===== config.mk =====
export PLATFORM = sky130hd
export DESIGN_NAME = counter_mode_sequencer
export DESIGN_NICKNAME = d
export VERILOG_FILES = /design/src/rtl/counter_ctrl_pkg.sv /design/src/rtl/counter_mode_sequencer_dwell_timer.sv /design/src/rtl/counter_mode_sequencer.sv
export SDC_FILE = /design/constraint.sdc
export NUM_CORES = 1
export LEC_CHECK = 0
export ABC_CLOCK_PERIOD_IN_PS = 2300
export BUFFER_PORTS_ARGS = -buffer_cell sky130_fd_sc_hd__buf_2
export CORE_UTILIZATION = 40
export DETAILED_ROUTE_END_ITERATION = 6
export SYNTH_ARGS = -nofsm -noshare
export SYNTH_HDL_FRONTEND = slang
export SYNTH_SLANG_ARGS = --single-unit

===== constraint.sdc =====
create_clock -name clk -period 2.3 [get_ports clk]
set_input_delay 0 -clock clk [delete_from_list [all_inputs] [get_ports clk]]
set_output_delay 0 -clock clk [all_outputs]
set_load 0.005 [all_outputs]

===== src/rtl/counter_ctrl_pkg.sv =====
// Shared types and constants for the counter mode sequencer: state encoding,
// shift-register mode codes, counter mode codes and the per-state output decode.
package counter_ctrl_pkg;

    // Sequencer states; the encoding is visible on the phase output.
    typedef enum logic [3:0] {
        ST_IDLE   = 4'd0,
        ST_CLR    = 4'd1,
        ST_UP_BIN = 4'd2,
        ST_DN_BIN = 4'd3,
        ST_UP_BCD = 4'd4,
        ST_DN_BCD = 4'd5,
        ST_LOAD   = 4'd6,
        ST_SHR    = 4'd7,
        ST_SHL    = 4'd8
    } state_t;

    // Shift register SEL3 codes.
    localparam logic [1:0] SH_PAR   = 2'b00;
    localparam logic [1:0] SH_RIGHT = 2'b01;
    localparam logic [1:0] SH_LEFT  = 2'b10;

    // Counter modes as {sel1, sel2}: sel1 = 1 counts up, sel2 = 1 selects BCD.
    localparam logic [1:0] MODE_UP_BIN = 2'b10;
    localparam logic [1:0] MODE_DN_BIN = 2'b00;
    localparam logic [1:0] MODE_UP_BCD = 2'b11;
    localparam logic [1:0] MODE_DN_BCD = 2'b01;

    // Control word driven towards the counter and shift register.
    typedef struct packed {
        logic       cnt_rstn;
        logic       en;
        logic [1:0] mode;
        logic [1:0] sel3;
    } ctrl_t;

    // Moore output decode; any unexpected encoding falls back to the idle word.
    function automatic ctrl_t decode_state(input state_t st);
        ctrl_t c;
        c.cnt_rstn = 1'b0;
        c.en       = 1'b1;
        c.mode     = MODE_UP_BIN;
        c.sel3     = SH_PAR;
        case (st)
            ST_IDLE, ST_CLR: begin
                c.cnt_rstn = 1'b0; c.en = 1'b1; c.mode = MODE_UP_BIN; c.sel3 = SH_PAR;
            end
            ST_UP_BIN: begin
                c.cnt_rstn = 1'b1; c.en = 1'b1; c.mode = MODE_UP_BIN; c.sel3 = SH_PAR;
            end
            ST_DN_BIN: begin
                c.cnt_rstn = 1'b1; c.en = 1'b1; c.mode = MODE_DN_BIN; c.sel3 = SH_PAR;
            end
            ST_UP_BCD: begin
                c.cnt_rstn = 1'b1; c.en = 1'b1; c.mode = MODE_UP_BCD; c.sel3 = SH_PAR;
            end
            ST_DN_BCD: begin
                c.cnt_rstn = 1'b1; c.en = 1'b1; c.mode = MODE_DN_BCD; c.sel3 = SH_PAR;
            end
            ST_LOAD: begin
                c.cnt_rstn = 1'b1; c.en = 1'b0; c.mode = MODE_DN_BCD; c.sel3 = SH_PAR;
            end
            ST_SHR: begin
                c.cnt_rstn = 1'b1; c.en = 1'b0; c.mode = MODE_DN_BCD; c.sel3 = SH_RIGHT;
            end
            ST_SHL: begin
                c.cnt_rstn = 1'b1; c.en = 1'b0; c.mode = MODE_DN_BCD; c.sel3 = SH_LEFT;
            end
            default: begin
                c.cnt_rstn = 1'b0; c.en = 1'b1; c.mode = MODE_UP_BIN; c.sel3 = SH_PAR;
            end
        endcase
        return c;
    endfunction

endpackage


===== src/rtl/counter_mode_sequencer_dwell_timer.sv =====
// Loadable down-counter measuring how long the sequencer stays in a state.
// Loaded with (dwell - 1) on state entry; last is high in the final cycle.
module dwell_timer
    import counter_ctrl_pkg::*;
#(
    parameter int WIDTH = 6
) (
    input  logic             clk,
    input  logic             rst,
    input  logic             hold,
    input  logic             load,
    input  logic [WIDTH-1:0] load_val,
    output logic             last
);

    logic [WIDTH-1:0] count_r;

    // Remaining-cycle counter: hold freezes it, load restarts it, otherwise count down to zero.
    always_ff @(posedge clk) begin
        if (rst) begin
            count_r <= {WIDTH{1'b0}};
        end else if (hold) begin
            count_r <= count_r;
        end else if (load) begin
            count_r <= load_val;
        end else if (count_r != {WIDTH{1'b0}}) begin
            count_r <= count_r - {{(WIDTH-1){1'b0}}, 1'b1};
        end else begin
            count_r <= count_r;
        end
    end

    assign last = (count_r == {WIDTH{1'b0}});

endmodule


===== src/rtl/counter_mode_sequencer.sv =====
// Autonomous sequencer that clears the BIN/BCD counter, walks it through its four
// counting modes, then drives the shift register through load, right and left shift.
module counter_mode_sequencer
    import counter_ctrl_pkg::*;
#(
    parameter int DWELL       = 40,
    parameter int SHIFT_DWELL = 4
) (
    input  logic       clk,
    input  logic       rst,
    input  logic       start,
    input  logic       hold,
    input  logic       loop,
    input  logic [3:0] preset_in,
    output logic       cnt_rstn,
    output logic       en,
    output logic       sel1,
    output logic       sel2,
    output logic [1:0] sel3,
    output logic [3:0] preset,
    output logic       busy,
    output logic       done,
    output logic [3:0] phase
);

    localparam int MAX_DWELL = (DWELL > SHIFT_DWELL) ? DWELL : SHIFT_DWELL;
    localparam int TW        = $clog2(MAX_DWELL + 1);
    localparam logic [TW-1:0] CNT_DWELL = TW'(DWELL - 1);
    localparam logic [TW-1:0] CNT_SHIFT = TW'(SHIFT_DWELL - 1);
    localparam logic [TW-1:0] CNT_ZERO  = {TW{1'b0}};

    state_t          state_r;
    state_t          next_state_s;
    logic            last_s;
    logic            load_s;
    logic            accept_s;
    logic            exit_s;
    logic [TW-1:0]   load_val_s;
    ctrl_t           ctrl_s;

    dwell_timer #(
        .WIDTH (TW)
    ) u_dwell_timer (
        .clk      (clk),
        .rst      (rst),
        .hold     (hold),
        .load     (load_s),
        .load_val (load_val_s),
        .last     (last_s)
    );

    // Next-state logic: hold freezes everything, otherwise advance on the last dwell cycle.
    always_comb begin
        next_state_s = state_r;
        accept_s     = 1'b0;
        exit_s       = 1'b0;
        if (hold) begin
            next_state_s = state_r;
        end else begin
            case (state_r)
                ST_IDLE: begin
                    if (start) begin
                        next_state_s = ST_CLR;
                        accept_s     = 1'b1;
                    end else begin
                        next_state_s = ST_IDLE;
                    end
                end
                ST_CLR:    next_state_s = last_s ? ST_UP_BIN : ST_CLR;
                ST_UP_BIN: next_state_s = last_s ? ST_DN_BIN : ST_UP_BIN;
                ST_DN_BIN: next_state_s = last_s ? ST_UP_BCD : ST_DN_BIN;
                ST_UP_BCD: next_state_s = last_s ? ST_DN_BCD : ST_UP_BCD;
                ST_DN_BCD: next_state_s = last_s ? ST_LOAD   : ST_DN_BCD;
                ST_LOAD:   next_state_s = last_s ? ST_SHR    : ST_LOAD;
                ST_SHR:    next_state_s = last_s ? ST_SHL    : ST_SHR;
                ST_SHL: begin
                    if (last_s) begin
                        exit_s       = 1'b1;
                        next_state_s = loop ? ST_CLR : ST_IDLE;
                    end else begin
                        next_state_s = ST_SHL;
                    end
                end
                default:   next_state_s = ST_IDLE;
            endcase
        end
    end

    // Dwell reload value for the state being entered (CLR, LOAD and IDLE last one cycle).
    always_comb begin
        load_val_s = CNT_ZERO;
        case (next_state_s)
            ST_UP_BIN, ST_DN_BIN, ST_UP_BCD, ST_DN_BCD: load_val_s = CNT_DWELL;
            ST_SHR, ST_SHL:                             load_val_s = CNT_SHIFT;
            default:                                    load_val_s = CNT_ZERO;
        endcase
    end

    assign load_s = (next_state_s != state_r);
    assign ctrl_s = decode_state(next_state_s);

    // State register.
    always_ff @(posedge clk) begin
        if (rst) begin
            state_r <= ST_IDLE;
        end else begin
            state_r <= next_state_s;
        end
    end

    // Registered Moore outputs decoded from the next state so they align with state_r.
    always_ff @(posedge clk) begin
        if (rst) begin
            cnt_rstn <= 1'b0;
            en       <= 1'b1;
            sel1     <= 1'b1;
            sel2     <= 1'b0;
            sel3     <= SH_PAR;
            preset   <= 4'hF;
            busy     <= 1'b0;
            done     <= 1'b0;
            phase    <= 4'h0;
        end else begin
            cnt_rstn     <= ctrl_s.cnt_rstn;
            en           <= ctrl_s.en;
            {sel1, sel2} <= ctrl_s.mode;
            sel3         <= ctrl_s.sel3;
            busy         <= (next_state_s != ST_IDLE);
            done         <= exit_s;
            phase        <= next_state_s;
            if (accept_s) begin
                preset <= preset_in;
            end else begin
                preset <= preset;
            end
        end
    end

endmodule

* Word-level counts from Yosys, hierarchy flattened
Memory sizes are Yosys's and may differ from the RTL's. A register that Yosys moved wholly into a read port is not among the register bits.
Cells that the tools add are included.
** Operators by class
- Reductions and logical operators :: 9
- Equal/unequal tests :: 15
- Multiply operators :: 0
- Add/subtract/negate cells :: 1
- Order comparisons :: 0
- Muxes and demuxes :: 19
- Shift-type cells :: 0
- Bitwise gates (word level) :: 2
- Divide/modulo/power cells :: 0
** Operator list (number)
- one-hot mux 4 bit (9 select lines) :: 1
- == test 4 x 3 -> 1 bit, second input constant :: 7
- == test 4 x 2 -> 1 bit, second input constant :: 4
- two-way mux 4 bit :: 3
- two-way mux 6 bit :: 2
- one-hot mux 6 bit (2 select lines) :: 1
- two-way mux 1 bit :: 9
- == test 4 bit, second input constant :: 2
- logical NOT 6 bit :: 1
- nonzero test 6 bit :: 1
- subtractor 6 x 1 -> 6 bit, second input constant :: 1
- == test 4 x 1 -> 1 bit, second input constant :: 1
- logical NOT 4 bit :: 1
- two-way mux 2 bit :: 2
- inequality test 4 bit :: 1
- nonzero test 4 bit :: 1
- OR reduction 4 bit :: 1
- two-way mux 3 bit :: 1
- OR reduction 3 bit :: 1
- inverter 1 bit :: 2
- AND reduction 2 bit :: 1
- nonzero test 2 bit :: 1
- OR reduction 2 bit :: 1
** Storage, ports and cells
- Bits in latches :: 0
- RAM bits :: 0
- Memories :: 1
- ROM bits :: 96
- Bits in registers :: 16
** Memory list
- (no name shown) :: words 16, bits a word 6, read ports 1, clocked after memory_dff 1, wr ports 0, RTL line counter_ctrl_pkg.sv:44 : case (st)

* Logic depth before layout (Yosys ltp)
- Word-level depth :: 8
- Gate-level depth with buffers :: 9
- Depth with buffers taken out :: 8

* By module
Synthesis repeated with hierarchy kept, for this count alone.
** Unflattened totals
- Cells, all modules :: 142
- Area, all modules :: 1179.9 um^2
** Modules (own cells, without submodules)
- counter_mode_sequencer :: instances 1, cells each 93, area each 773.2 um^2, sequential area each 320.3 um^2
- dwell_timer :: instances 1, cells each 49, area each 406.6 um^2, sequential area each 120.1 um^2

* Worst setup path after synthesis
Ideal clock, no wire load.
- Kind :: reg-to-reg
- Start point :: register u_dwell_timer.count_r[0]
- End point :: register u_dwell_timer.count_r[0]
- Arrival :: 1.695 ns
- Slack :: 0.471 ns
- Path buffers :: 1
- Cell stages (with the launch flop) :: 10
- Period minus slack after synthesis :: 1.829 ns
- Cells stage by stage :: dfxtp_1 -> inv_1 -> ha_1 -> nor3b_4 -> buf_6 -> a21oi_1 -> nor4_1 -> nand3_1 -> a22oi_2 -> nor4_2
** On the way
- Longest elaborated chain between the ends :: 8
** Ends and longest elaborated chain
- start: declaration :: RTL line counter_mode_sequencer_dwell_timer.sv:16 : logic [WIDTH-1:0] count_r;
- start signal: assignment :: RTL line counter_mode_sequencer_dwell_timer.sv:21 : count_r <= {WIDTH{1'b0}};
- start signal: assignment :: RTL line counter_mode_sequencer_dwell_timer.sv:23 : count_r <= count_r;
- start signal: assignment :: RTL line counter_mode_sequencer_dwell_timer.sv:25 : count_r <= load_val;
- logical NOT 6 bit :: RTL line counter_mode_sequencer_dwell_timer.sv:33 : assign last = (count_r == {WIDTH{1'b0}});
- two-way mux 4 bit, or another cell as far along :: RTL line counter_mode_sequencer.sv:77 : if (last_s) begin
- one-hot mux 4 bit (9 select lines) :: RTL line counter_mode_sequencer.sv:60 : case (state_r)
- two-way mux 4 bit :: RTL line counter_mode_sequencer.sv:57 : if (hold) begin
- == test 4 x 2 -> 1 bit, or another cell as far along :: RTL line counter_mode_sequencer.sv:92 : case (next_state_s)
- OR reduction 4 bit or OR reduction 2 bit (tied branches) :: RTL line counter_mode_sequencer.sv:92
- one-hot mux 6 bit (2 select lines) :: RTL line counter_mode_sequencer.sv:92
- two-way mux 6 bit :: RTL line counter_mode_sequencer_dwell_timer.sv:24 : end else if (load) begin
Parallel ways exist; a longest one is shown, timed or not. The select of a mux whose other input is x is not followed.
A chain may end at the register's enable or synchronous reset.

* Final worst setup path
Same ends and word-level chain as after synthesis.

==> impl_results.md <==
- Status: finished, final reports clean
- Slew @ Worst Pin: 438 ps
- Resized cells post-CTS: 0
- Slew margin rel.: 70.7%
- Hold Path Class: primary input to flip-flop
- Global route overflow: 0
- Final instance area: 1480 um2
- R2R Path End: u_dwell_timer.count_r[0]$_SDFFE_PP0P_
- Worst Path Arrival: 2250 ps
- Die area: 3530 um2
- Post-Syn Instances: 145
- Share of post-route cells with drive strength above 1: 30.4%
- Reg2reg path depth: 8
- Minimum clock period: 2070 ps
- CTS tree: yes
- Clk root buf: clkbuf_4
- RSZ-0062 raised after global routing: false
- Critical Path End Type: flip-flop
- Sequential share of the synthesized area: 33.4%
- Initial Util: 42.5%
- Vias/cell: 5.29
- FF-to-FF Start: u_dwell_timer.count_r[0]$_SDFFE_PP0P_
- R2r setup slk: 230 ps
- Largest net degree at the start of global routing: 22
- Vias in the first global route: 1089
- Fraction of registers with async set/reset: 0%
- 1st-iter DRT viols: 42
- Mean post-synth cell area: 9.10 um2
- Sum of negative setup slack: 0 ps
- Antenna violations before repair: 0
- Die height: 59.4 um
- Final period util: 89.9%
- Synth area leaders: dfxtp_1 (33%), nor2_1 (5.1%), a21oi_1 (4.9%)
- Clock Latency Late Sink: 300 ps
- Leading area contributor after synthesis: dfxtp_1
- Die width: 59.4 um
- Power per standard cell area: 659 nW/um2
- EDFF count, synth: 0
- Tot GR Track Use: 17.7%
- Max cap viols: 0
- Worst EP required: 2480 ps
- Synth warnings: 0
- CP startpoint: u_dwell_timer.count_r[0]$_SDFFE_PP0P_
- Lkg Pwr: 0.598 nW
- Distinct cell type count after synthesis: 55
- CP Launch Type: flip-flop
- DP HPWL: 2040 um
- CTS sink count: 22
- #FFs+latches synth: 22
- Share of the synthesized area in the top cell type: 33.4%
- Final Hold Fails: 0
- Diode count: 0
- Routed vias: 1122
- Synthesized net count: 155
- Post-DRT Antenna Nets: 0
- Worst setup endpoint: u_dwell_timer.count_r[0]$_SDFFE_PP0P_
- Clk slew on worst S/H paths: 110 ps
- H-tree level count: 1
- Num CTS Buffers: 3
- Placement Cell Area: 1430 um2
- Final WL: 2760 um
- First-pass GRT wire length: 4750 um
- # DRC: 0
- # port buffers: 24
- Max VDD drop: 316 uV
- Clock Path Buffers: 2
- Fin nets: 180
- Skew final: 2.30 ps
- Final setup vio count: 0
- Setup CP Type: flip-flop to flip-flop
- Area of the mapped netlist: 1320 um2
- Layout area overhead: 12.1%
- Core Box Area: 3100 um2
- WL/cell: 13.0 um
- First-pass detailed-route iteration total: 4
- Max Fclk: 484 MHz
- Top_reg_cell synth: dfxtp_1
- Fin. max-slew vios: 0
- Final Wtd Congestion: 0.876
- CP Max Fanout: 5
- Boundary pin count: 25
- Site Rows: 20
power by group:
part           total [mW]  switching, mW  internal, mW
sequential          0.452         0.0425         0.409
combinational       0.356          0.186         0.171
clock               0.168          0.107        0.0610
total               0.976          0.335         0.641
worst max-delay path, stage by stage (launching register included):
cell,delay (ps)
dfxtp_1,350
inv_1,80
ha_1,220
nor4b_4,320
nand2_1,180
o31a_1,340
nand2b_1,170
a22oi_2,200
nor4_2,70
worst min-delay path by stage:
stage / endpoint / slack [ps] / start / cells after the start
after floorplan: phase[0]$_SDFF_PP0_ / 80 / rst / 1
after global placement: preset[0]$_SDFFE_PP1P_ / 310 / preset_in[0] / 4
after detailed placement: preset[3]$_SDFFE_PP1P_ / 320 / preset_in[3] / 4
after CTS: preset[1]$_SDFFE_PP1P_ / 0.5 / preset_in[1] / 4
after global routing: preset[1]$_SDFFE_PP1P_ / 40 / preset_in[1] / 4
final: preset[1]$_SDFFE_PP1P_ / 10 / preset_in[1] / 4
placed cells by master (no fill, tap or decap), types with 2 or more instances in the layout:
cell / Yosys / routed
nor3_1: 2 / 2
o21ai_0: 3 / 3
nor4_1: 3 / 3
inv_1: 9 / 9
nor2_1: 18 / 18
a211o_1: 4 / 4
nand2_1: 9 / 9
clkbuf_4: 0 / 3
nand4_1: 2 / 2
buf_4: 3 / 3
a21o_1: 2 / 2
nand3_1: 3 / 3
nor2b_1: 2 / 2
o21ai_1: 3 / 3
buf_2: 0 / 24
o22ai_1: 2 / 2
a211oi_2: 2 / 2
a21oi_1: 13 / 13
dfxtp_1: 22 / 22
a31oi_1: 3 / 3
stage by stage:
stage | setup WS, ps | total power [mW] | hold WS (ps) | cells | utilization [%]
after CTS | 75.5 | 0.960 | 0.480 | 211 | 47.1
after global placement | 205 | 0.779 | 310 | 207 | 46.0
after detailed placement | 106 | 0.787 | 322 | 207 | 46.0
final | 233 | 0.976 | 12.8 | 212 | 47.7
after global routing | 110 | 1.04 | 35.4 | 212 | 47.7
after floorplan | 471 | 0.724 | 76.8 | 145 | -
cell usage after synthesis, drive strengths merged (2+ instances only):
master,instances
a211o,4
a211oi,3
a21o,2
a21oi,14
a31o,2
a31oi,3
buf,5
clkbuf,4
dfxtp,22
inv,9
mux2,2
nand2,9
nand2b,2
nand3,4
nand4,2
nor2,19
nor2b,2
nor3,4
nor3b,3
nor4,4
nor4b,3
o21ai,6
o22ai,2
sequential cells by signal, summed over array words and instances (netlist names):
| register | count |
|---|---|
| u_dwell_timer.count_r | 6 |
| phase | 4 |
| preset | 4 |
| sel3 | 2 |
| busy | 1 |
| cnt_rstn | 1 |
| done | 1 |
| en | 1 |
| sel1 | 1 |
| sel2 | 1 |
area by class of cell:
type                    instances  area, um2
inverters                       9       33.8
multi-input cells             105        756
fillers                       335       1620
well taps                      44       55.1
clock buffers                   3       22.5
repair buffers                 29        173
flip-flops and latches         22        440
what timing repair did:
action	CTS	global route
hold endpoints to repair	1	0
hold buffers	1	0
buffers inserted	0	1
setup endpoints to repair	0	6
per-layer routing:
metal / vias to the layer above / track usage (%) / wire length (um)
met2: 25 / 30.3 / 1360
met5: - / 0 / 0
li1: 575 / - / -
met1: 518 / 21.9 / 1290
met4: 0 / 8.50 / 34
met3: 4 / 2.18 / 77
logic make-up after synthesis:
| logic type | after synthesis | synth area share (%) |
|---|---|---|
| and+or+nand+nor | 59 | 30.3 |
| AOI/OAI and AO/OA | 41 | 22.6 |
| DFF | 22 | 33.4 |
| buffers and inverters | 18 | 9.38 |
| muxes | 3 | 2.75 |
| xor gates and xnor gates | 1 | 0.664 |
| adders and majority gates | 1 | 0.948 |
(Power assumes the default switching activity.)
